<file path="src/rtl/mem_arbiter.sv">
// Two-port (instruction fetch / data) arbiter onto one memory port, one transaction in flight.
// Define ARB_ROUND_ROBIN_EN for round-robin ties; otherwise the data port has fixed priority.
module mem_arbiter #(
  parameter int ADDR_W  = 32,
  parameter int DATA_W  = 32,
  parameter int TIMEOUT = 15
) (
  input  logic                  clk,
  input  logic                  rst,
  input  logic                  i_req,
  input  logic [ADDR_W-1:0]     i_addr,
  output logic                  i_done,
  output logic [DATA_W-1:0]     i_rdata,
  output logic                  i_err,
  input  logic                  d_req,
  input  logic                  d_we,
  input  logic [ADDR_W-1:0]     d_addr,
  input  logic [DATA_W-1:0]     d_wdata,
  input  logic [DATA_W/8-1:0]   d_wmask,
  output logic                  d_done,
  output logic [DATA_W-1:0]     d_rdata,
  output logic                  d_err,
  output logic                  m_req,
  output logic                  m_we,
  output logic [ADDR_W-1:0]     m_addr,
  output logic [DATA_W-1:0]     m_wdata,
  output logic [DATA_W/8-1:0]   m_wmask,
  input  logic                  m_ack,
  input  logic [DATA_W-1:0]     m_rdata
);

  localparam logic [7:0] TMO_LAST = 8'(TIMEOUT - 1);

  typedef enum logic [1:0] {IDLE, ISSUE, DONE} state_t;

  state_t               state, state_n;
  logic [ADDR_W-1:0]    lat_addr;
  logic [DATA_W-1:0]    lat_wdata;
  logic [DATA_W/8-1:0]  lat_wmask;
  logic                 lat_we;
  logic                 lat_port;   // 1 = data port owns the transaction
  logic [7:0]           cnt;
  logic                 grant_d;
  logic                 start;
  logic                 finish;
  logic                 timed_out;
`ifdef ARB_ROUND_ROBIN_EN
  logic                 last_grant; // 1 = data port was granted last
`endif

  always_ff @(posedge clk or posedge rst) begin
    if (rst) state <= IDLE;
    else     state <= state_n;
  end

  always_comb begin
    state_n   = state;
    start     = 1'b0;
    finish    = 1'b0;
    timed_out = 1'b0;
`ifdef ARB_ROUND_ROBIN_EN
    grant_d   = d_req & (~i_req | ~last_grant);
`else
    grant_d   = d_req;
`endif
    case (state)
      IDLE: begin
        if (i_req | d_req) begin
          start   = 1'b1;
          state_n = ISSUE;
        end
      end
      ISSUE: begin
        // An ack on the final allowed cycle takes precedence over the timeout.
        if (m_ack) begin
          finish  = 1'b1;
          state_n = DONE;
        end else if (cnt == TMO_LAST) begin
          finish    = 1'b1;
          timed_out = 1'b1;
          state_n   = DONE;
        end
      end
      DONE:    state_n = IDLE;
      default: state_n = IDLE;
    endcase
  end

  always_ff @(posedge clk or posedge rst) begin
    if (rst) begin
      lat_addr  <= '0;
      lat_wdata <= '0;
      lat_wmask <= '0;
      lat_we    <= 1'b0;
      lat_port  <= 1'b0;
      cnt       <= '0;
      i_rdata   <= '0;
      i_err     <= 1'b0;
      d_rdata   <= '0;
      d_err     <= 1'b0;
`ifdef ARB_ROUND_ROBIN_EN
      last_grant <= 1'b0;
`endif
    end else begin
      if (start) begin
        lat_port  <= grant_d;
        lat_addr  <= grant_d ? d_addr : i_addr;
        lat_we    <= grant_d & d_we;
        lat_wdata <= grant_d ? d_wdata : '0;
        lat_wmask <= grant_d ? d_wmask : '0;
        cnt       <= '0;
`ifdef ARB_ROUND_ROBIN_EN
        last_grant <= grant_d;
`endif
      end
      if ((state == ISSUE) && !finish) cnt <= cnt + 8'd1;
      if (finish) begin
        if (lat_port) begin
          d_rdata <= timed_out ? '0 : m_rdata;
          d_err   <= timed_out;
        end else begin
          i_rdata <= timed_out ? '0 : m_rdata;
          i_err   <= timed_out;
        end
      end
    end
  end

  assign m_req   = (state == ISSUE);
  assign m_we    = lat_we;
  assign m_addr  = lat_addr;
  assign m_wdata = lat_wdata;
  assign m_wmask = lat_wmask;
  assign i_done  = (state == DONE) & ~lat_port;
  assign d_done  = (state == DONE) &  lat_port;

endmodule

</file>
<file path="config.mk">
export PLATFORM = sky130hd
export DESIGN_NAME = mem_arbiter
export DESIGN_NICKNAME = d
export VERILOG_FILES = /design/src/rtl/mem_arbiter.sv
export SDC_FILE = /design/constraint.sdc
export NUM_CORES = 1
export LEC_CHECK = 0
export CAP_MARGIN = 20
export CORE_ASPECT_RATIO = 1.5
export CORE_MARGIN = 2
export CORE_UTILIZATION = 38
export CTS_BUF_LIST = sky130_fd_sc_hd__clkbuf_4 sky130_fd_sc_hd__clkbuf_8
export DETAILED_ROUTE_END_ITERATION = 10
export PLACE_DENSITY = 0.77
export SKIP_LAST_GASP = 1
export SLEW_MARGIN = 20
export SYNTH_ARGS = -nofsm -noshare
export SYNTH_HDL_FRONTEND = slang
export SYNTH_SLANG_ARGS = --single-unit
</file>
<file path="constraint.sdc">
create_clock -name clk -period 5.2 [get_ports clk]
set_clock_uncertainty 0.1 [all_clocks]
set_input_delay 1.3 -clock clk [delete_from_list [all_inputs] [get_ports clk]]
set_output_delay 1.3 -clock clk [all_outputs]
set_load 0.02 [all_outputs]
</file>
* After elaboration in Yosys (flattened, before gate mapping)
Index checks and enable logic that the tools add are counted. W data, S select, Z words.
Word-level totals: register bits after elaboration 146, bits in latches 0, RAM bits 0, bits in read-only memories 0, output and inout bits 138, logic and storage cells 46, memories 0
Operators by class: $add $sub $neg 1, $mul 0, div/mod/pow operators 0, order comparisons 0, eq/ne operators 5, shifts and indexed selects 0, multiplexer cells 17, bitwise operators 5, reduce and logical (&&, ||, !) cells 7
Operators by type and width (count):
- $mux W32 | 3
- $mux W8 | 2
- $add A8 B1 Y8 const B | 1
- $eq A8 B4 Y1 const B | 1
- $mux W1 | 7
- $mux W2 | 3
- $reduce_and A2 Y1 | 3
- $mux W4 | 1
- $pmux W2 S2 | 1
- $and A1 B1 Y1 | 3
- $ne A3 B1 Y1 const B | 1
- $eq A2 B1 Y1 const B | 1
- $eq A2 B2 Y1 const B | 1
- $logic_not A2 Y1 | 1
- $ne A2 B2 Y1 const B | 1
- $reduce_bool A2 Y1 | 1
- $logic_and A1 B1 Y1 | 1
- $logic_not A1 Y1 | 1
- $not A1 Y1 | 1
- $or A1 B1 Y1 | 1

* Longest topological paths before layout
Gate-level depths: netlist of run 1.
depth in word-level cells 7, mapped depth 6

* Worst setup path after synthesis of run 1
OpenSTA, ideal clock, no wires.
kind register to output, from reg lat_port, to out i_done, data arrival time 1309 ps, data required time 3800 ps, setup slack 2491 ps, cell stages (with the launch flop) 4, buffers on the path 2, cell sequence dfrtp_1 clkbuf_1 clkbuf_1 nor3b_1
Between the ends: longest elaborated chain between the ends 2
Ends and longest elaborated chain:
- start: declaration | RTL line 41 | logic lat_port;
- start signal: assignment | RTL line 106 | lat_port <= grant_d;
- $not A1 Y1 (no source line)
- $and A1 B1 Y1 | RTL line 134 | assign i_done = (state == DONE) & ~lat_port;
- end: declaration | RTL line 12 | output logic i_done,
Every way passes these cells.

* Worst setup path after layout of run 1
from reg lat_port, to out d_done
Between the ends: longest elaborated chain between the ends 1
Ends and longest elaborated chain:
- $and A1 B1 Y1 | RTL line 135 | assign d_done = (state == DONE) & lat_port;
- end: declaration | RTL line 20 | output logic d_done,
Every way passes these cells.

==> flow_summary.json, run 1 <==
{
  "status": "finished, final reports clean",
  "grt_pass1_wl_um": 25700,
  "io_pins": 276,
  "drt_iter0_drc": 181,
  "clock_path_buffers": 2,
  "synth_nets": 583,
  "tns_ps": 0,
  "route.detailed.drc": 0,
  "antenna_found_initial": 0,
  "syn2layout_area_growth_pct": 57.6,
  "vias": 4797,
  "period_needed_ps": 3420,
  "synth_edf_count": 0,
  "postCtsResizedCells": 0,
  "ys_ff_latch": 146,
  "clk_pin_slew_ps": 80,
  "drive_gt1_frac": 0.0669,
  "post_drt_wl_per_cell_um": 17.7,
  "final_nets": 845,
  "p_per_area_nw_per_um2": 599,
  "yosysWarningCount": 0,
  "vdd_drop_max_v": 0.000266,
  "cts_buffers": 17,
  "core-area_sq_um": 15000,
  "diodes": 0,
  "hold_viol": 0,
  "grt_pass1_vias": 4912,
  "period_share": 0.658,
  "syn_area_sq_um": 5790,
  "rsz0062_at_grt": "false",
  "start_util": 0.386,
  "grt_max_degree": 101,
  "final_area_sq_um": 9120,
  "cp_data_required_time_ps": 3800,
  "tightest_slew_ps": 701,
  "hold_buffers": 0,
  "cts_tree": "built",
  "ctsHtreeMaxLevel": 4,
  "clock-root-buffer": "clkbuf_8",
  "vias_per_cell": 5.23,
  "fp-row-count": 55,
  "crit_fanout": 36,
  "post_cts_buffers": 0,
  "grt_util_all_layers": 0.198,
  "critPathCaptureType": "output pin",
  "synthArstFlopShare": 1.00,
  "hp-class": "reg2reg",
  "grt_overflow": 0,
  "die_area_sq_um": 16300,
  "slew_headroom": 0.531,
  "gp_congestion": 0.805,
  "dieWidth_um": 105,
  "die_height_um": 155,
  "max_freq_ghz": 0.292,
  "arrival_ps": 2020,
  "avgSynthCellArea_sq_um": 13.1,
  "synth_cells": 443,
  "dr.pass1.iters": 4,
  "synth_seq_area_share": 0.631,
  "pre_cts_ws_ps": 1830,
  "place_area_sq_um": 8700,
  "maxCapViolCount": 0,
  "setup_ws_ps": 1780,
  "clock-sinks": 146,
  "p_leak_uw": 0.00396,
  "slew_violations": 0,
  "clk_latency_ps": 430,
  "dp_hpwl_um": 11700,
  "port_buffers": 275,
  "start_kind": "flip-flop",
  "path_class": "reg2out",
  "ys_types": 31,
  "setup_viol": 0,
  "synthFlopType": "dfrtp_1",
  "drt-total-wl_um": 16300,
  "antenna_left": 0
}
==> state kept, by name (all words and copies together), names as in the netlist <==
name      flops
m_we          1
m_wmask       4
lat_port      1
i_rdata      32
m_addr       32
i_err         1
m_wdata      32
cnt           8
state         2
d_err         1
d_rdata      32
==> cell families after synthesis <==
| family | Yosys count | share of synthesized area |
|---|---|---|
| and+or+nand+nor | 66 | 0.0549 |
| buffers and inverters | 46 | 0.0355 |
| adders and majority gates | 2 | 0.00432 |
| muxes | 32 | 0.0553 |
| DFF | 146 | 0.631 |
| AOI/OAI and AO/OA | 151 | 0.219 |
==> final timing paths <==
kind | startpoint | slack, ps | endpoint | cells after the start
min in group asynchronous | rst | 1100 | m_addr[13] | 2
max in group asynchronous | rst | 3080 | m_wdata[13] | 3
worst max register to register | cnt[2] | 3190 | cnt[6] | 4
worst max-delay path | lat_port | 1780 | d_done | 4
worst min register to register | m_addr[14] | 380 | m_addr[14] | 2
worst min-delay path | m_addr[14] | 380 | m_addr[14] | 2
==> routing by layer <==
layer	up-vias	track usage	wire length (um)	part of all wire
met1	2337	0.231	6230	0.38
li1	2227	-	-	-
met5	-	0	0	0
met2	223	0.355	8750	0.54
met4	0	0.0667	162	0.010
met3	10	0.0494	1130	0.069
==> through the flow <==
stage / util / hold slack, ps / std cells / power, uW
floorplan: - / 389 / 443 / 3290
global placement: 0.580 / 362 / 884 / 4530
detailed placement: 0.580 / 370 / 884 / 4620
CTS: 0.607 / 392 / 916 / 5540
global route: 0.608 / 403 / 917 / 5770
finish: 0.608 / 384 / 917 / 5470
==> final cells by class <==
class                   count  area, sq um
clock buffers              17          234
flip-flops and latches    146         3650
well taps                 199          249
fillers                  1252         5880
multi-input cells         251         1940
repair buffers            284         2850
clock inverters            15          169
inverters                   5         22.5
==> where the power goes <==
part	switching, uW	leakage [uW]	total [uW]	internal [uW]
Combinational	1380	0.00192	2670	1290
Sequential	283	0.00184	1910	1620
Clock	489	0.000205	893	404
==> cells in the mapped netlist, types with 2 or more instances <==
cell | number | area share
buf_1 | 3 | 0.0019
mux2i_1 | 32 | 0.055
and2_1 | 3 | 0.0032
clkbuf_1 | 17 | 0.011
a22o_1 | 37 | 0.056
nand2_1 | 35 | 0.023
ha_1 | 2 | 0.0043
a21oi_1 | 2 | 0.0017
nor3_1 | 5 | 0.0043
nor3b_1 | 4 | 0.0052
nor2_1 | 4 | 0.0026
buf_2 | 20 | 0.017
nand3_1 | 4 | 0.0035
a31oi_1 | 2 | 0.0022
and3_1 | 6 | 0.0065
o211ai_2 | 2 | 0.0043
a32o_1 | 64 | 0.11
a211o_1 | 6 | 0.0091
inv_1 | 4 | 0.0026
dfrtp_1 | 146 | 0.63
o21ai_0 | 35 | 0.030
==> critical path: stages, from the launching register on <==
cell and delay (ps):
dfrtp_1 360, clkinv_1 60, buf_4 250, nor3b_1 270
clkdlybuf4s50_1 660
==> cells in the final DEF, fill, tap and decap left out, drive strengths merged, types with 6 or more instances in the layout <==
cell	n
a32o	64
mux2i	32
a22o	37
o21ai	35
inv	11
nand2	35
buf	10
a211o	6
clkbuf	17
clkdlybuf4s50	274
clkinv	6
dfrtp	146
and3	6
Power figures use the tool's default switching activity.
==> inputs of run 2 (changes only) <==
--- a/config.mk
+++ b/config.mk
@@ -8,10 +8,10 @@
 export CAP_MARGIN = 20
 export CORE_ASPECT_RATIO = 1.5
 export CORE_MARGIN = 2
-export CORE_UTILIZATION = 38
+export CORE_UTILIZATION = 42
 export CTS_BUF_LIST = sky130_fd_sc_hd__clkbuf_4 sky130_fd_sc_hd__clkbuf_8
 export DETAILED_ROUTE_END_ITERATION = 10
-export PLACE_DENSITY = 0.77
+export PLACE_DENSITY = 0.81
 export SKIP_LAST_GASP = 1
 export SLEW_MARGIN = 20
 export SYNTH_ARGS = -nofsm -noshare
==> constraint.sdc (replaced) <==
create_clock -name clk -period 3.5 [get_ports clk]
set_clock_uncertainty 0.1 [all_clocks]
set_input_delay 0.875 -clock clk [delete_from_list [all_inputs] [get_ports clk]]
set_output_delay 0.875 -clock clk [all_outputs]
set_load 0.02 [all_outputs]
==> run 2 against run 1 <==
Net effect: the run now ends with DRC left; sequential share of layout area increased by 0.35 points; register-to-register slack got worse by 1700 ps; core utilization increased by 6.3 points; wire length increased by 2.9%; count of clock-buffer cells in the layout increased by 3.
==> flow_summary.json, run 2 (synthesis gave the netlist of run 1 again) <==
{
  "crit_fanout": 17,
  "tns_ps": 0,
  "tightest_slew_ps": 782,
  "grt_util_all_layers": 0.229,
  "dr.pass1.iters": 8,
  "drive_gt1_frac": 0.0682,
  "gp_congestion": 0.796,
  "start_kind": "flip-flop",
  "hold_viol": 0,
  "cts_buffers": 17,
  "clk_pin_slew_ps": 80,
  "rsz0062_at_grt": "false",
  "p_per_area_nw_per_um2": 898,
  "final_common_cell": "clkdlybuf4s50_1",
  "final_area_sq_um": 9040,
  "postCtsResizedCells": 0,
  "violations": "DRC",
  "fp-row-count": 52,
  "grt_max_degree": 147,
  "critPathCaptureType": "output pin",
  "maxCapViolCount": 0,
  "path_buf_inv": 2,
  "io_pins": 276,
  "period_share": 0.911,
  "post_drt_wl_per_cell_um": 19.0,
  "path_class": "reg2out",
  "max_freq_ghz": 0.314,
  "whs_ps": 384,
  "post_cts_buffers": 0,
  "slew_violations": 0,
  "place_area_sq_um": 8660,
  "port_buffers": 275,
  "die_area_sq_um": 14800,
  "grt_pass1_wl_um": 26200,
  "vdd_drop_max_v": 0.000416,
  "core-area_sq_um": 13500,
  "crit_family": "buffers and inverters",
  "grt_pass1_vias": 4944,
  "reg2reg_slack_ps": 1460,
  "start_util": 0.430,
  "final_nets": 846,
  "setup_viol": 0,
  "finalCoreUtilization": 0.672,
  "fillers": 1007,
  "cp_data_required_time_ps": 2520,
  "hold_buffers": 0,
  "diodes": 0,
  "clock_path_buffers": 2,
  "drt_iter0_drc": 232,
  "slowest_delay_ps": 710,
  "hp-class": "reg2reg",
  "status": "finished, violations left",
  "cts_tree": "built",
  "ctsHtreeMaxLevel": 4,
  "die_height_um": 148,
  "vias_per_cell": 5.55,
  "clock-root-buffer": "clkbuf_8",
  "setup_ws_ps": 313,
  "vias": 4889,
  "clk_latency_ps": 440,
  "pre_cts_ws_ps": 748,
  "route.detailed.drc": 1,
  "dp_hpwl_um": 11600,
  "dieWidth_um": 99.9,
  "slowest_stage": "dfrtp_1",
  "period_needed_ps": 3190,
  "drt-total-wl_um": 16700,
  "crit_chain": "clkinv_1, nor3b_1, clkdlybuf4s50_1",
  "grt_overflow": 0,
  "arrival_ps": 2210,
  "slew_headroom": 0.479,
  "p_leak_uw": 0.00395,
  "clock-sinks": 146,
  "syn2layout_area_growth_pct": 56.3,
  "mostFrequentLayoutCells": "clkdlybuf4s50_1 (274), dfrtp_1 (146), a32o_1 (64)",
  "antenna_left": 0,
  "antenna_found_initial": 0
}
## run 2: cell types whose count changed in the layout (fill, tap and decap cells not counted)
cell and change:
buf_4 +3, clkbuf_8 +2, and2_4 -1, clkinv_2 -1, clkinvlp_4 +1, clkinv_4 +2
buf_12 -2, inv_8 -4, inv_6 +1, clkinv_8 -2, and2_2 +1, clkbuf_4 +1
## run 2: final cells by class
class,instances,area (sq um),area share
clock buffers,20,269,0.0297
clock inverters,12,120,0.0133
inverters,5,22.5,0.00249
multi-input cells,251,1940,0.215
flip-flops and latches,146,3650,0.404
well taps,162,203,0.0224
repair buffers,285,2840,0.313
## run 2: worst paths after layout
check	startpoint	to	depth (start not counted)
setup / recovery	lat_port	d_done	3
hold / removal	m_addr[9]	m_addr[9]	2
setup reg to reg	lat_port	i_rdata[12]	5
hold reg to reg	m_addr[9]	m_addr[9]	2
max in group asynchronous	rst	m_addr[26]	3
min in group asynchronous	rst	d_rdata[22]	3
## run 2: per-stage QoR
stage                     power [uW]  std cells
final                           8120        881
after floorplan                 4890        443
after detailed placement        6860        849
after global routing            8570        881
after CTS                       8190        881
after global placement          6730        849
## run 2: report_power, final
group | switching [uW] | leakage [uW] | internal [uW]
combinational | 2040 | 0.00191 | 1910
clock | 673 | 0.000195 | 621
sequential | 463 | 0.00184 | 2410
## run 2: layer usage
layer,global-route usage,part of all wire,vias to the layer above
met4,0.0959,0.028,0
met5,0,0,-
met1,0.279,0.37,2371
met2,0.380,0.51,251
met3,0.0638,0.087,35
li1,-,-,2232
## run 2: worst register-to-register path: stages (launching register included)
cell and delay, ps:
dfrtp_1 710, clkinv_1 180, buf_4 310, o211ai_2 100, buf_4 360, a32o_1 220
